[src/rtl/seg7_fmt_pkg.sv]
// Shared types and constants for the 7-segment display formatter.
// Holds the FSM states, mode encodings, decimal range limit and the "E" digit code.
package seg7_fmt_pkg;

  typedef enum logic [1:0] {
    IDLE   = 2'd0,
    SHIFT  = 2'd1,
    FORMAT = 2'd2
  } state_t;

  localparam logic        MODE_HEX   = 1'b0;
  localparam logic        MODE_DEC   = 1'b1;
  localparam logic [31:0] DEC_MAX    = 32'd99_999_999;
  localparam logic [7:0]  DIG_E      = 8'h0E;
  localparam int          NUM_DIGITS = 8;

  // Double-dabble correction applied to one BCD nibble before each shift.
  function automatic logic [3:0] add3(input logic [3:0] n);
    return (n >= 4'd5) ? n + 4'd3 : n;
  endfunction

endpackage

[src/rtl/bin2bcd_seq.sv]
// Sequential binary-to-BCD converter (double dabble), one input bit per cycle.
// Inputs must be <= 99_999_999 so that the result fits in eight BCD nibbles.
module bin2bcd_seq
  import seg7_fmt_pkg::*;
(
  input  logic        clk,
  input  logic        rst_n,
  input  logic        start,
  input  logic [31:0] value,
  output logic [31:0] bcd,
  output logic        valid
);

  logic [31:0] bcd_reg;
  logic [31:0] bin_reg;
  logic [4:0]  cnt_reg;
  logic        run_reg;
  logic [31:0] bcd_adj;

  generate
    for (genvar gi = 0; gi < NUM_DIGITS; gi++) begin : g_adj
      assign bcd_adj[gi*4 +: 4] = add3(bcd_reg[gi*4 +: 4]);
    end
  endgenerate

  always_ff @(posedge clk or negedge rst_n) begin
    if (!rst_n) begin
      bcd_reg <= '0;
      bin_reg <= '0;
      cnt_reg <= '0;
      run_reg <= 1'b0;
    end else if (start) begin
      bcd_reg <= '0;
      bin_reg <= value;
      cnt_reg <= 5'd31;
      run_reg <= 1'b1;
    end else if (run_reg) begin
      {bcd_reg, bin_reg} <= {bcd_adj, bin_reg} << 1;
      if (cnt_reg == 5'd0) begin
        run_reg <= 1'b0;
      end else begin
        cnt_reg <= cnt_reg - 5'd1;
      end
    end
  end

  // valid marks the cycle whose closing edge performs the 32nd shift, so
  // bcd holds the finished result during the following cycle.
  assign valid = run_reg && (cnt_reg == 5'd0) && !start;
  assign bcd   = bcd_reg;

endmodule

[src/rtl/seg7_formatter.sv]
// Formats a 32-bit MMIO value into eight per-digit byte codes (hex or decimal),
// with optional leading-zero blanking; the display only changes on done.
module seg7_formatter
  import seg7_fmt_pkg::*;
#(
  parameter logic [7:0] BLANK_CODE = 8'hFF,
  parameter bit         RESET_ZERO = 1'b0
) (
  input  logic        clk,
  input  logic        rst_n,
  input  logic        wr_en,
  input  logic [31:0] wr_data,
  input  logic        mode,
  input  logic        blank_lz,
  output logic [31:0] seg_lo,
  output logic [31:0] seg_hi,
  output logic        busy,
  output logic        done,
  output logic        overflow
);

  localparam logic [63:0] RESET_DISP = RESET_ZERO ? 64'h0 : {NUM_DIGITS{BLANK_CODE}};

  state_t      state_reg, state_next;
  logic [31:0] val_reg;
  logic        mode_reg;
  logic        blank_reg;
  logic        ovf_req_reg;
  logic [63:0] seg_reg;
  logic        ovf_reg;
  logic        done_reg;

  logic        req_ovf;
  logic        start_bcd;
  logic        commit;
  logic        bcd_valid;
  logic [31:0] bcd;
  logic [63:0] raw_digits;
  logic [63:0] fmt_digits;
  logic [NUM_DIGITS-1:0] nz;

  assign req_ovf = (mode == MODE_DEC) && (wr_data > DEC_MAX);

  bin2bcd_seq u_bcd (
    .clk   (clk),
    .rst_n (rst_n),
    .start (start_bcd),
    .value (wr_data),
    .bcd   (bcd),
    .valid (bcd_valid)
  );

  // State register plus request latches.
  always_ff @(posedge clk or negedge rst_n) begin
    if (!rst_n) begin
      state_reg   <= IDLE;
      val_reg     <= '0;
      mode_reg    <= MODE_HEX;
      blank_reg   <= 1'b0;
      ovf_req_reg <= 1'b0;
    end else begin
      state_reg <= state_next;
      if (wr_en) begin
        val_reg     <= wr_data;
        mode_reg    <= mode;
        blank_reg   <= blank_lz;
        ovf_req_reg <= req_ovf;
      end
    end
  end

  // Next-state logic: a new request always wins over whatever is in flight.
  always_comb begin
    state_next = state_reg;
    if (wr_en) begin
      state_next = (mode == MODE_HEX || req_ovf) ? FORMAT : SHIFT;
    end else begin
      case (state_reg)
        IDLE:    state_next = IDLE;
        SHIFT:   state_next = bcd_valid ? FORMAT : SHIFT;
        FORMAT:  state_next = IDLE;
        default: state_next = IDLE;
      endcase
    end
  end

  // Output logic.
  always_comb begin
    start_bcd = wr_en && (mode == MODE_DEC) && !req_ovf;
    commit    = (state_reg == FORMAT) && !wr_en;
    busy      = (state_reg != IDLE);
  end

  generate
    for (genvar gi = 0; gi < NUM_DIGITS; gi++) begin : g_digit
      assign raw_digits[gi*8 +: 8] = ovf_req_reg ? DIG_E :
        {4'h0, (mode_reg == MODE_HEX) ? val_reg[gi*4 +: 4] : bcd[gi*4 +: 4]};
      assign nz[gi] = (raw_digits[gi*8 +: 8] != 8'h00);
      if (gi == 0) begin : g_lsd
        assign fmt_digits[gi*8 +: 8] = raw_digits[gi*8 +: 8];
      end else begin : g_upper
        // Blank when this digit and everything above it are zero.
        assign fmt_digits[gi*8 +: 8] =
          (blank_reg && !ovf_req_reg && !(|nz[NUM_DIGITS-1:gi])) ? BLANK_CODE : raw_digits[gi*8 +: 8];
      end
    end
  endgenerate

  always_ff @(posedge clk or negedge rst_n) begin
    if (!rst_n) begin
      seg_reg  <= RESET_DISP;
      ovf_reg  <= 1'b0;
      done_reg <= 1'b0;
    end else begin
      done_reg <= commit;
      if (commit) begin
        seg_reg <= fmt_digits;
        ovf_reg <= ovf_req_reg;
      end
    end
  end

  assign seg_lo   = seg_reg[31:0];
  assign seg_hi   = seg_reg[63:32];
  assign done     = done_reg;
  assign overflow = ovf_reg;

endmodule

[config.mk]
export PLATFORM = sky130hd
export DESIGN_NAME = seg7_formatter
export DESIGN_NICKNAME = d
export VERILOG_FILES = /design/src/rtl/seg7_fmt_pkg.sv /design/src/rtl/bin2bcd_seq.sv /design/src/rtl/seg7_formatter.sv
export SDC_FILE = /design/constraint.sdc
export NUM_CORES = 1
export LEC_CHECK = 0
export BUFFER_PORTS_ARGS = -buffer_cell sky130_fd_sc_hd__clkbuf_2
export CAP_MARGIN = 10
export CORE_MARGIN = 10
export CORE_UTILIZATION = 40
export DETAILED_ROUTE_END_ITERATION = 10
export PLACE_DENSITY_LB_ADDON = 0.25
export SLEW_MARGIN = 20
export SYNTH_ARGS = -nofsm -noshare
export SYNTH_HDL_FRONTEND = slang
export SYNTH_HIERARCHICAL = 1
export SYNTH_SLANG_ARGS = --single-unit
[constraint.sdc]
create_clock -name clk -period 3.6 [get_ports clk]
set_clock_uncertainty 0.2 [all_clocks]
set_input_delay 0.72 -clock clk [delete_from_list [all_inputs] [get_ports clk]]
set_output_delay 0.72 -clock clk [all_outputs]
set_load 0.05 [all_outputs]
* Word level (Yosys, flattened, before mapping)
Index checks and enable logic that the tools add are counted. Widths: inputs -> output; s select.
Cells by class: $add $sub $neg 9, magnitude comparators 9, equal/unequal tests 3, mux-type cells 45, bitwise operators 1, reduce and logical (&&, ||, !) cells 43
Operators by type and width (number):
- $mux 32 | 4
- $mux 4 | 23
- $mux 8 | 7
- $reduce_bool 8->1 | 7
- $ge 4x3->1 const B | 8
- $gt 32x27->1 const B | 1
- $add 4x2->4 const B | 7
- $mux 5 | 3
- $logic_and 1x1->1 | 14
- $logic_not 1->1 | 11
- $mux 2 | 4
- $reduce_or 7->1 | 1
- $reduce_or 6->1 | 1
- $logic_not 5->1 | 1
- $reduce_or 5->1 | 1
- $sub 5x1->5 const B | 1
- $reduce_bool 2->1 | 2
- $reduce_or 4->1 | 1
- $add 3x2->3 const B | 1
- $mux 1 | 3
- $mux 3 | 1
- $reduce_or 3->1 | 1
- $eq 2x1->1 const B | 1
- $eq 2x2->1 const B | 1
- 5 further kinds | 5
Storage, ports and cells: flip-flop bits (word level) 173, bits of input ports 37, output and inout port bits 67, word-level logic and storage cells 122

* Longest topological paths before layout
Gate-level depths: netlist (run 1).
depth in word-level cells 9, depth in mapped cells 10, mapped depth without buffers 8

* Cells and area by module
Netlist (run 1), hierarchy kept.
By module, submodules not included:
- bin2bcd_seq | times used 1, cells an instance 399, area an instance 3829.9 um2
- seg7_formatter | times used 1, cells an instance 339, area an instance 3819.9 um2

* Least setup slack after synthesis (run 1)
Ideal clock, no wire load.
path kind input port to flip-flop, start in wr_en, end reg state_reg[1], setup time 0.119 ns, arrival time 2.574 ns, path slack 0.707 ns, stages on the path 9, cells stage by stage buf_1 buf_1 nand4_1 inv_1 clkbuf_1 buf_1 nor3_1 nor3b_1 o21a_1
On the way: cells in the longest elaborated chain, start to end 7
Ends and longest elaborated chain:
- start, declared | line seg7_formatter.sv:11 | input logic wr_en,
- $logic_and 1x1->1 (2 in series) | line seg7_formatter.sv:89 | start_bcd = wr_en && (mode == MODE_DEC) && !req_ovf;
- net start_bcd | line seg7_formatter.sv:34 | logic start_bcd;
- $logic_not 1->1 | line bin2bcd_seq.sv:49 | assign valid = run_reg && (cnt_reg == 5'd0) && !start;
- $logic_and 1x1->1 | line bin2bcd_seq.sv:49
- net bcd_valid | line seg7_formatter.sv:36 | logic bcd_valid;
- $mux 2 | line seg7_formatter.sv:80 | SHIFT: state_next = bcd_valid ? FORMAT : SHIFT;
- $mux 2 | line seg7_formatter.sv:78 | case (state_reg)
- $mux 2 | line seg7_formatter.sv:75 | if (wr_en) begin
- net state_next[1] | line seg7_formatter.sv:24 | state_t state_reg, state_next;
- end signal, assigned | line seg7_formatter.sv:62 | state_reg <= state_next;
- end, declared | line seg7_formatter.sv:24
The timed path passes the listed nets, and every way through them passes these cells. A chain may end at the register's enable or synchronous reset.

* Worst setup path in the final report (run 1)
start in wr_data[20], end reg u_bcd.bcd_reg[1], in the netlist u_bcd/bcd[1]
On the way: cells in the longest elaborated chain, start to end 5, elaborated cells between the ends (all ways) 6, classes of those cells order compare: 1; mux: 1; reduce/logical: 4
Ends and longest elaborated chain:
- start, declared | line seg7_formatter.sv:12 | input logic [31:0] wr_data,
- $gt 32x27->1 (*) | line seg7_formatter.sv:42 | assign req_ovf = (mode == MODE_DEC) && (wr_data > DEC_MAX);
- $logic_and 1x1->1 (*) | line seg7_formatter.sv:42
- $logic_not 1->1 (*) | line seg7_formatter.sv:89
- $logic_and 1x1->1 (*) | line seg7_formatter.sv:89
- net start_bcd | line seg7_formatter.sv:34
- $mux 32 / $reduce_bool 2->1 (equally long branches)
- end signal, assigned | line bin2bcd_seq.sv:38 | {bcd_reg, bin_reg} <= {bcd_adj, bin_reg} << 1;
- end, declared | line bin2bcd_seq.sv:14 | logic [31:0] bcd_reg;
The timed path passes the listed nets; every way through them passes the cells marked *.

==> flow_summary.json, run 1 <==
{
  "vias_per_cell": 5.485,
  "post_synth.cell_area_avg_um2": 10.37,
  "drt_first_pass_iters": 5,
  "postCtsSetupRepairBufs": 0,
  "core_area_um2": 18770,
  "numCtsBuffers": 17,
  "synth.top_cell.area_share": 0.3566,
  "setup_viol": 0,
  "grt_max_degree": 105,
  "power.net_switching_mw": 2.565,
  "worst_pin_slew_ns": 0.9526,
  "clkSinkCount": 149,
  "ys_seq_area_frac": 0.4939,
  "worst_hold_slack_ns": 0.1847,
  "initial_core_util": 0.4076,
  "post-route-min-period_ns": 2.709,
  "drive_gt1_frac": 0.2951,
  "portBuffers": 103,
  "regArea_um2": 3784,
  "worstPathMaxFanout": 35,
  "start_kind": "primary input",
  "path_clk_slew_ns": 0.06,
  "largest_register_ffs": 40,
  "worstPathArrival_ns": 2.82,
  "wirelength_mm": 19.51,
  "ys_async_sr_fraction": 1.000,
  "design_area_um2": 8856,
  "yosysTopAreaCell": "dfrtp_1",
  "clock_path_buffers": 2,
  "first_iter_violations": 327,
  "layout_common_cells": "dfrtp_1 (107), clkbuf_2 (102), nand2_1 (66)",
  "placed_cell_area_um2": 8245,
  "ant_nets": 0,
  "synth_top_flop_cell": "dfrtp_1",
  "ctsResizeCount": 0,
  "swShare": 0.3791,
  "irDropWorstVdd_mv": 0.4182,
  "power_frac_seq": 0.408,
  "synthCells": 738,
  "cts_hold_buffers": 0,
  "critPathKind": "primary input to flip-flop",
  "vias": 5781,
  "fmaxAchievable_ghz": 0.3691,
  "period_share": 0.7525,
  "grt_setup_unrepaired": "no",
  "maxCapViolations": 0,
  "ys_types": 57,
  "combPwrFrac": 0.319,
  "gp_congestion": 0.8182,
  "area_growth_pct": 15.77,
  "hold_violations": 0,
  "synth_edf_count": 0,
  "maxSlewHeadroom": 0.3649,
  "setup_tns_ns": 0,
  "wl_per_cell_um": 18.51,
  "design.die.area_um2": 25060,
  "grt_pass1_wl_mm": 31.51,
  "yosys-top-cells-area": "dfrtp_1 (36%), dfstp_2 (14%), mux2i_1 (7.9%)",
  "end_kind": "flip-flop",
  "drc_errors": 0,
  "grt_pass1_vias": 5650,
  "p_int_mw": 4.201,
  "clock_power_share": 0.272,
  "clk_latency_ns": 0.42,
  "fillers": 1797,
  "cts_root_buf": "clkbuf_16",
  "multiInputGateArea_um2": 3392,
  "synth_area_um2": 7650,
  "tritoncts": "done",
  "ioPinCount": 104,
  "cp.required_ns": 3.71,
  "fp-row-count": 50,
  "die_h_um": 158.3,
  "die_width_um": 158.3,
  "p_leak_nw": 3.794,
  "cts_max_level": 4,
  "hold_path.class": "primary input to async pin",
  "hpwl_mm": 13.95,
  "slew_viol_final": 0,
  "syn_nets": 792,
  "grt_util_all_layers": 0.1596,
  "ys_seq_elements": 149,
  "final_common_cell": "dfrtp_1",
  "diodes": 0,
  "p_per_area_nw_per_um2": 764.0,
  "layout.nets": 862,
  "grt.overflow.total": 0,
  "status": "finished, final reports clean",
  "antenna_found_initial": 0,
  "yosysWarnings": 6
}
-- routing by layer --
metal / track usage / up-vias / wire [um]
li1: - / 2768 / -
met1: 0.2360 / 2816 / 9709
met2: 0.2246 / 177 / 8285
met3: 0.03211 / 20 / 1162
met4: 0.05646 / 0 / 351
met5: 0 / - / 0
-- area by class of cell --
class	count	area share
Timing Repair Buffer	117	0.07502
Inverter	30	0.01272
Multi-Input combinational cell	493	0.3830
Clock inverter	13	0.01936
Clock buffer	18	0.04959
Tap cell	234	0.03306
Sequential cell	149	0.4272
-- kinds of logic (layout without fill, tap and decap cells) --
family | after synthesis | in the layout | synth area share
and+or+nand+nor | 201 | 201 | 0.1361
AOI/OAI and AO/OA | 172 | 172 | 0.1397
DFF | 149 | 149 | 0.4939
muxes | 97 | 97 | 0.1330
buffers and inverters | 96 | 178 | 0.06264
adders and majority gates | 17 | 17 | 0.02780
xor gates and xnor gates | 6 | 6 | 0.006869
-- final timing paths --
check | from | endpoint | slack, ns | cells after the start
max in group asynchronous | rst_n | seg_reg[35] | 2.09 | 2
min in group clk | seg_reg[40] | seg_reg[40] | 0.27 | 2
max | wr_data[20] | u_bcd/bcd[1] | 0.89 | 9
min reg2reg | seg_reg[40] | seg_reg[40] | 0.27 | 2
max reg2reg | ovf_req_reg | seg_reg[40] | 1.08 | 6
min | rst_n | u_bcd/bin_reg[12] | 0.18 | 1
-- per-stage QoR --
| stage | power (mW) | cells | worst slack (ns) | util |
|---|---|---|---|---|
| after floorplan | 4.363 | 738 | 0.7074 | - |
| after global placement | 4.892 | 1023 | 0.4790 | 0.4393 |
| after detailed placement | 4.946 | 1023 | 0.4594 | 0.4393 |
| after CTS | 6.810 | 1054 | 0.8892 | 0.4719 |
| after global routing | 7.222 | 1054 | 0.7412 | 0.4719 |
| final | 6.766 | 1054 | 0.8909 | 0.4719 |
-- power groups by stage --
| stage | sequential, mW | combinational [mW] | clock [mW] |
|---|---|---|---|
| 5_1_grt | 2.85 | 2.42 | 1.96 |
| 6_report | 2.76 | 2.16 | 1.84 |
| 4_1_cts | 2.76 | 2.17 | 1.89 |
| 3_5_place_dp | 2.78 | 2.17 | 0 |
| 3_3_place_gp | 2.77 | 2.12 | 0 |
| 2_1_floorplan | 2.83 | 1.53 | 0 |
-- synthesized netlist by cell type, drive strengths merged, types with 6 or more instances --
master  instances
dfstp          40
mux2           37
a22oi           7
mux2i          60
nor4           11
nand3          12
nand2b         14
a31oi          32
or2             7
clkbuf         21
nor2b           8
a21oi          33
nor2           44
nand2          66
o21ai          60
inv            29
nand4b          6
o311ai          6
dfrtp         109
ha             17
o31ai          11
nor3            6
buf            45
or3             7
or4b            6
-- critical path, cell delays in order --
cell	delay [ns]
clkbuf_2	0.14
nand4_1	0.10
nor3_1	0.36
o211ai_1	0.21
nand4_1	0.20
inv_2	0.20
buf_12	0.24
or4b_1	0.52
o311ai_0	0.11
No activity file was read; power rests on OpenSTA's default activity.
==> run 2, diff against run 1 <==
Settings changed: ABC_AREA set to 1.
Clock period 3.6 ns to 2.7 ns, I/O delays scaled along.
==> run 2 against run 1 <==
Wire length is 5.6% higher. Setup slack worse by 0.57 ns. Count of clock-buffer cells in the layout is 9 higher.
==> flow_summary.json, run 2 <==
{
  "path_clk_slew_ns": 0.06,
  "ioPinCount": 104,
  "core_area_um2": 19590,
  "ys_seq_elements": 149,
  "drc_errors": 0,
  "hpwl_mm": 14.96,
  "ys_async_sr_fraction": 1.000,
  "grt.overflow.total": 0,
  "reg2reg_setup_slack_ns": 0.32,
  "cts_hold_buffers": 1,
  "syn_nets": 1072,
  "period_share": 0.8799,
  "tritoncts": "done",
  "grt_util_all_layers": 0.1604,
  "p_leak_nw": 4.687,
  "ys_types": 41,
  "layout_common_cells": "nand2_1 (291), inv_1 (116), dfrtp_1 (109)",
  "hold_path_end": "val_reg[3]",
  "yosysTopAreaCell": "dfrtp_1",
  "critPathLaunch": "mode_reg",
  "die_h_um": 161.5,
  "fillers": 1956,
  "hold_path.class": "primary input to flip-flop",
  "ys_seq_area_frac": 0.4720,
  "grt_pass1_vias": 6459,
  "ctsResizeCount": 0,
  "postCtsSetupRepairBufs": 0,
  "utilization": 0.4708,
  "vias_per_cell": 4.900,
  "worstPathBufferInverterCount": 2,
  "largest_register_ffs": 40,
  "worst_pin_slew_ns": 1.115,
  "maxSlewHeadroom": 0.2556,
  "worstPathArrival_ns": 2.52,
  "fmaxAchievable_ghz": 0.4209,
  "die_width_um": 161.5,
  "synth_most_common_cell": "nand2_1",
  "slowest_stage": "dfrtp_1",
  "worstPathMaxFanout": 22,
  "hold_violations": 0,
  "r2r_cells": 10,
  "numCtsBuffers": 17,
  "clk_latency_ns": 0.43,
  "wl_per_cell_um": 15.00,
  "cpLargestDelayFamily": "simple AND/OR/NAND/NOR gates",
  "synth.top_cell.area_share": 0.3407,
  "dp_cells": 1341,
  "cts_root_buf": "clkbuf_16",
  "clock_path_buffers": 2,
  "fp-row-count": 51,
  "r2r-end": "seg_reg[9]",
  "p_per_area_nw_per_um2": 774.1,
  "post_synth.cell_area_avg_um2": 7.864,
  "cts_max_level": 4,
  "hold_depth": 3,
  "grt_max_degree": 60,
  "vias": 6732,
  "critPathKind": "flip-flop to flip-flop",
  "hold_start": "wr_data[3]",
  "antenna_found_initial": 0,
  "setup_tns_ns": 0,
  "yosys-top-cells-area": "dfrtp_1 (34%), nand2_1 (14%), dfstp_2 (13%)",
  "drive_gt1_frac": 0.2254,
  "drt_first_pass_iters": 5,
  "maxCapViolations": 0,
  "reg2reg_from": "mode_reg",
  "path_cells": "inv_2 > nand2_1 > nand3_1 > inv_2 > nand2_1 > nor2_2 > nand2_1 > nor2_1 > nand2_1 > a21oi_1",
  "slew_viol_final": 0,
  "end_kind": "flip-flop",
  "wirelength_mm": 20.61,
  "ant_nets": 0,
  "status": "finished, final reports clean",
  "synthCells": 1018,
  "diodes": 0,
  "gp_congestion": 0.8529,
  "layout.nets": 1150,
  "area_growth_pct": 15.21,
  "first_iter_violations": 425,
  "synth_area_um2": 8005,
  "portBuffers": 103,
  "synth_edf_count": 0,
  "design.die.area_um2": 26070,
  "crit_top_cell": "nand2_1",
  "grt_pass1_wl_mm": 34.27,
  "cp.required_ns": 2.85,
  "synth_commonest_cells": "nand2_1 (291), inv_1 (116), dfrtp_1 (109), nor2_1 (87), nand3_1 (64)",
  "start_kind": "flip-flop",
  "irDropWorstVdd_mv": 0.4751,
  "yosysWarnings": 6,
  "critical-path-max-stage-delay_ns": 0.57,
  "clkSinkCount": 149,
  "fin_cells": 1374,
  "grt_setup_unrepaired": "no",
  "post-route-min-period_ns": 2.376,
  "synth_top_flop_cell": "dfrtp_1",
  "initial_core_util": 0.4086,
  "final_common_cell": "nand2_1",
  "setup_viol": 0
}
==> run 2: cell count changes after synthesis, moves of 12 or more <==
cell	before	now
mux2_2	37	0
nand3_1	10	64
o22ai_1	3	30
a31oi_1	32	6
o21ai_0	59	40
mux2i_1	60	2
inv_1	29	116
nand2b_1	14	0
or2_2	7	24
a21oi_1	33	20
nor2_1	44	87
nand4_1	5	17
nand2_1	66	291
o21ai_1	0	14
==> run 2: layout make-up <==
type,instances,area [um^2],share of cell area
clock buffers,27,545.5,0.05915
clock inverters,5,58.81,0.006376
inverters,128,483.0,0.05237
multi-input cells,678,3333,0.3614
flip-flops and latches,149,3779,0.4097
well taps,265,331.6,0.03595
repair buffers,122,691.9,0.07502
==> run 2: kinds of logic after synthesis <==
family                   Yosys count  synth area share
buffers and inverters            191            0.1116
multiplexers                       2          0.002501
AO/OA/AOI/OAI                    135           0.09894
adder cells (fa/ha/maj)           17           0.02657
AND/OR/NAND/NOR                  524            0.2884
flip-flops                       149            0.4720
==> run 2: worst max path at each step <==
stage | end | cells past startpoint
floorplan | state_reg[1] | 13
global placement | state_reg[1] | 15
detailed placement | state_reg[1] | 15
CTS | seg_reg[9] | 9
global route | seg_reg[15] | 9
finish | seg_reg[9] | 10
==> run 2: metal layers <==
metal | vias to the layer above | GRT usage | wire, um
met4 | 0 | 0.05376 | 301
li1 | 3391 | - | -
met5 | - | 0 | 0
met1 | 3140 | 0.2263 | 10280
met3 | 18 | 0.04423 | 1284
met2 | 183 | 0.2306 | 8747
==> run 2: power breakdown <==
| group | leakage, nW | internal (mW) | total [mW] | switching (mW) |
|---|---|---|---|---|
| Sequential | 1.78 | 2.68 | 2.94 | 0.260 |
| Clock | 0.295 | 1.48 | 2.42 | 0.934 |
| Combinational | 2.62 | 0.575 | 1.78 | 1.21 |
| Total | 4.69 | 4.74 | 7.14 | 2.40 |
==> run 2: worst reg2reg max path, delay by kind of cell, from the launching register on <==
family | cells | cell delay, ns
simple gates | 7 | 0.97
buf+inv | 2 | 0.36
flops | 1 | 0.57
compound gates | 1 | 0.20
==> run 2: per-stage QoR <==
| stage | power [mW] | worst slack (ns) | hold WS (ns) | cell area, um^2 |
|---|---|---|---|---|
| after CTS | 7.200 | 0.2973 | 0.1361 | 9223 |
| after floorplan | 4.314 | 0.4474 | 0.04441 | 8005 |
| after detailed placement | 4.754 | 0.1542 | 0.2503 | 8608 |
| after global routing | 7.572 | 0.04601 | 0.1541 | 9223 |
| final | 7.139 | 0.3244 | 0.1470 | 9223 |
| after global placement | 4.722 | 0.1902 | 0.2497 | 8608 |
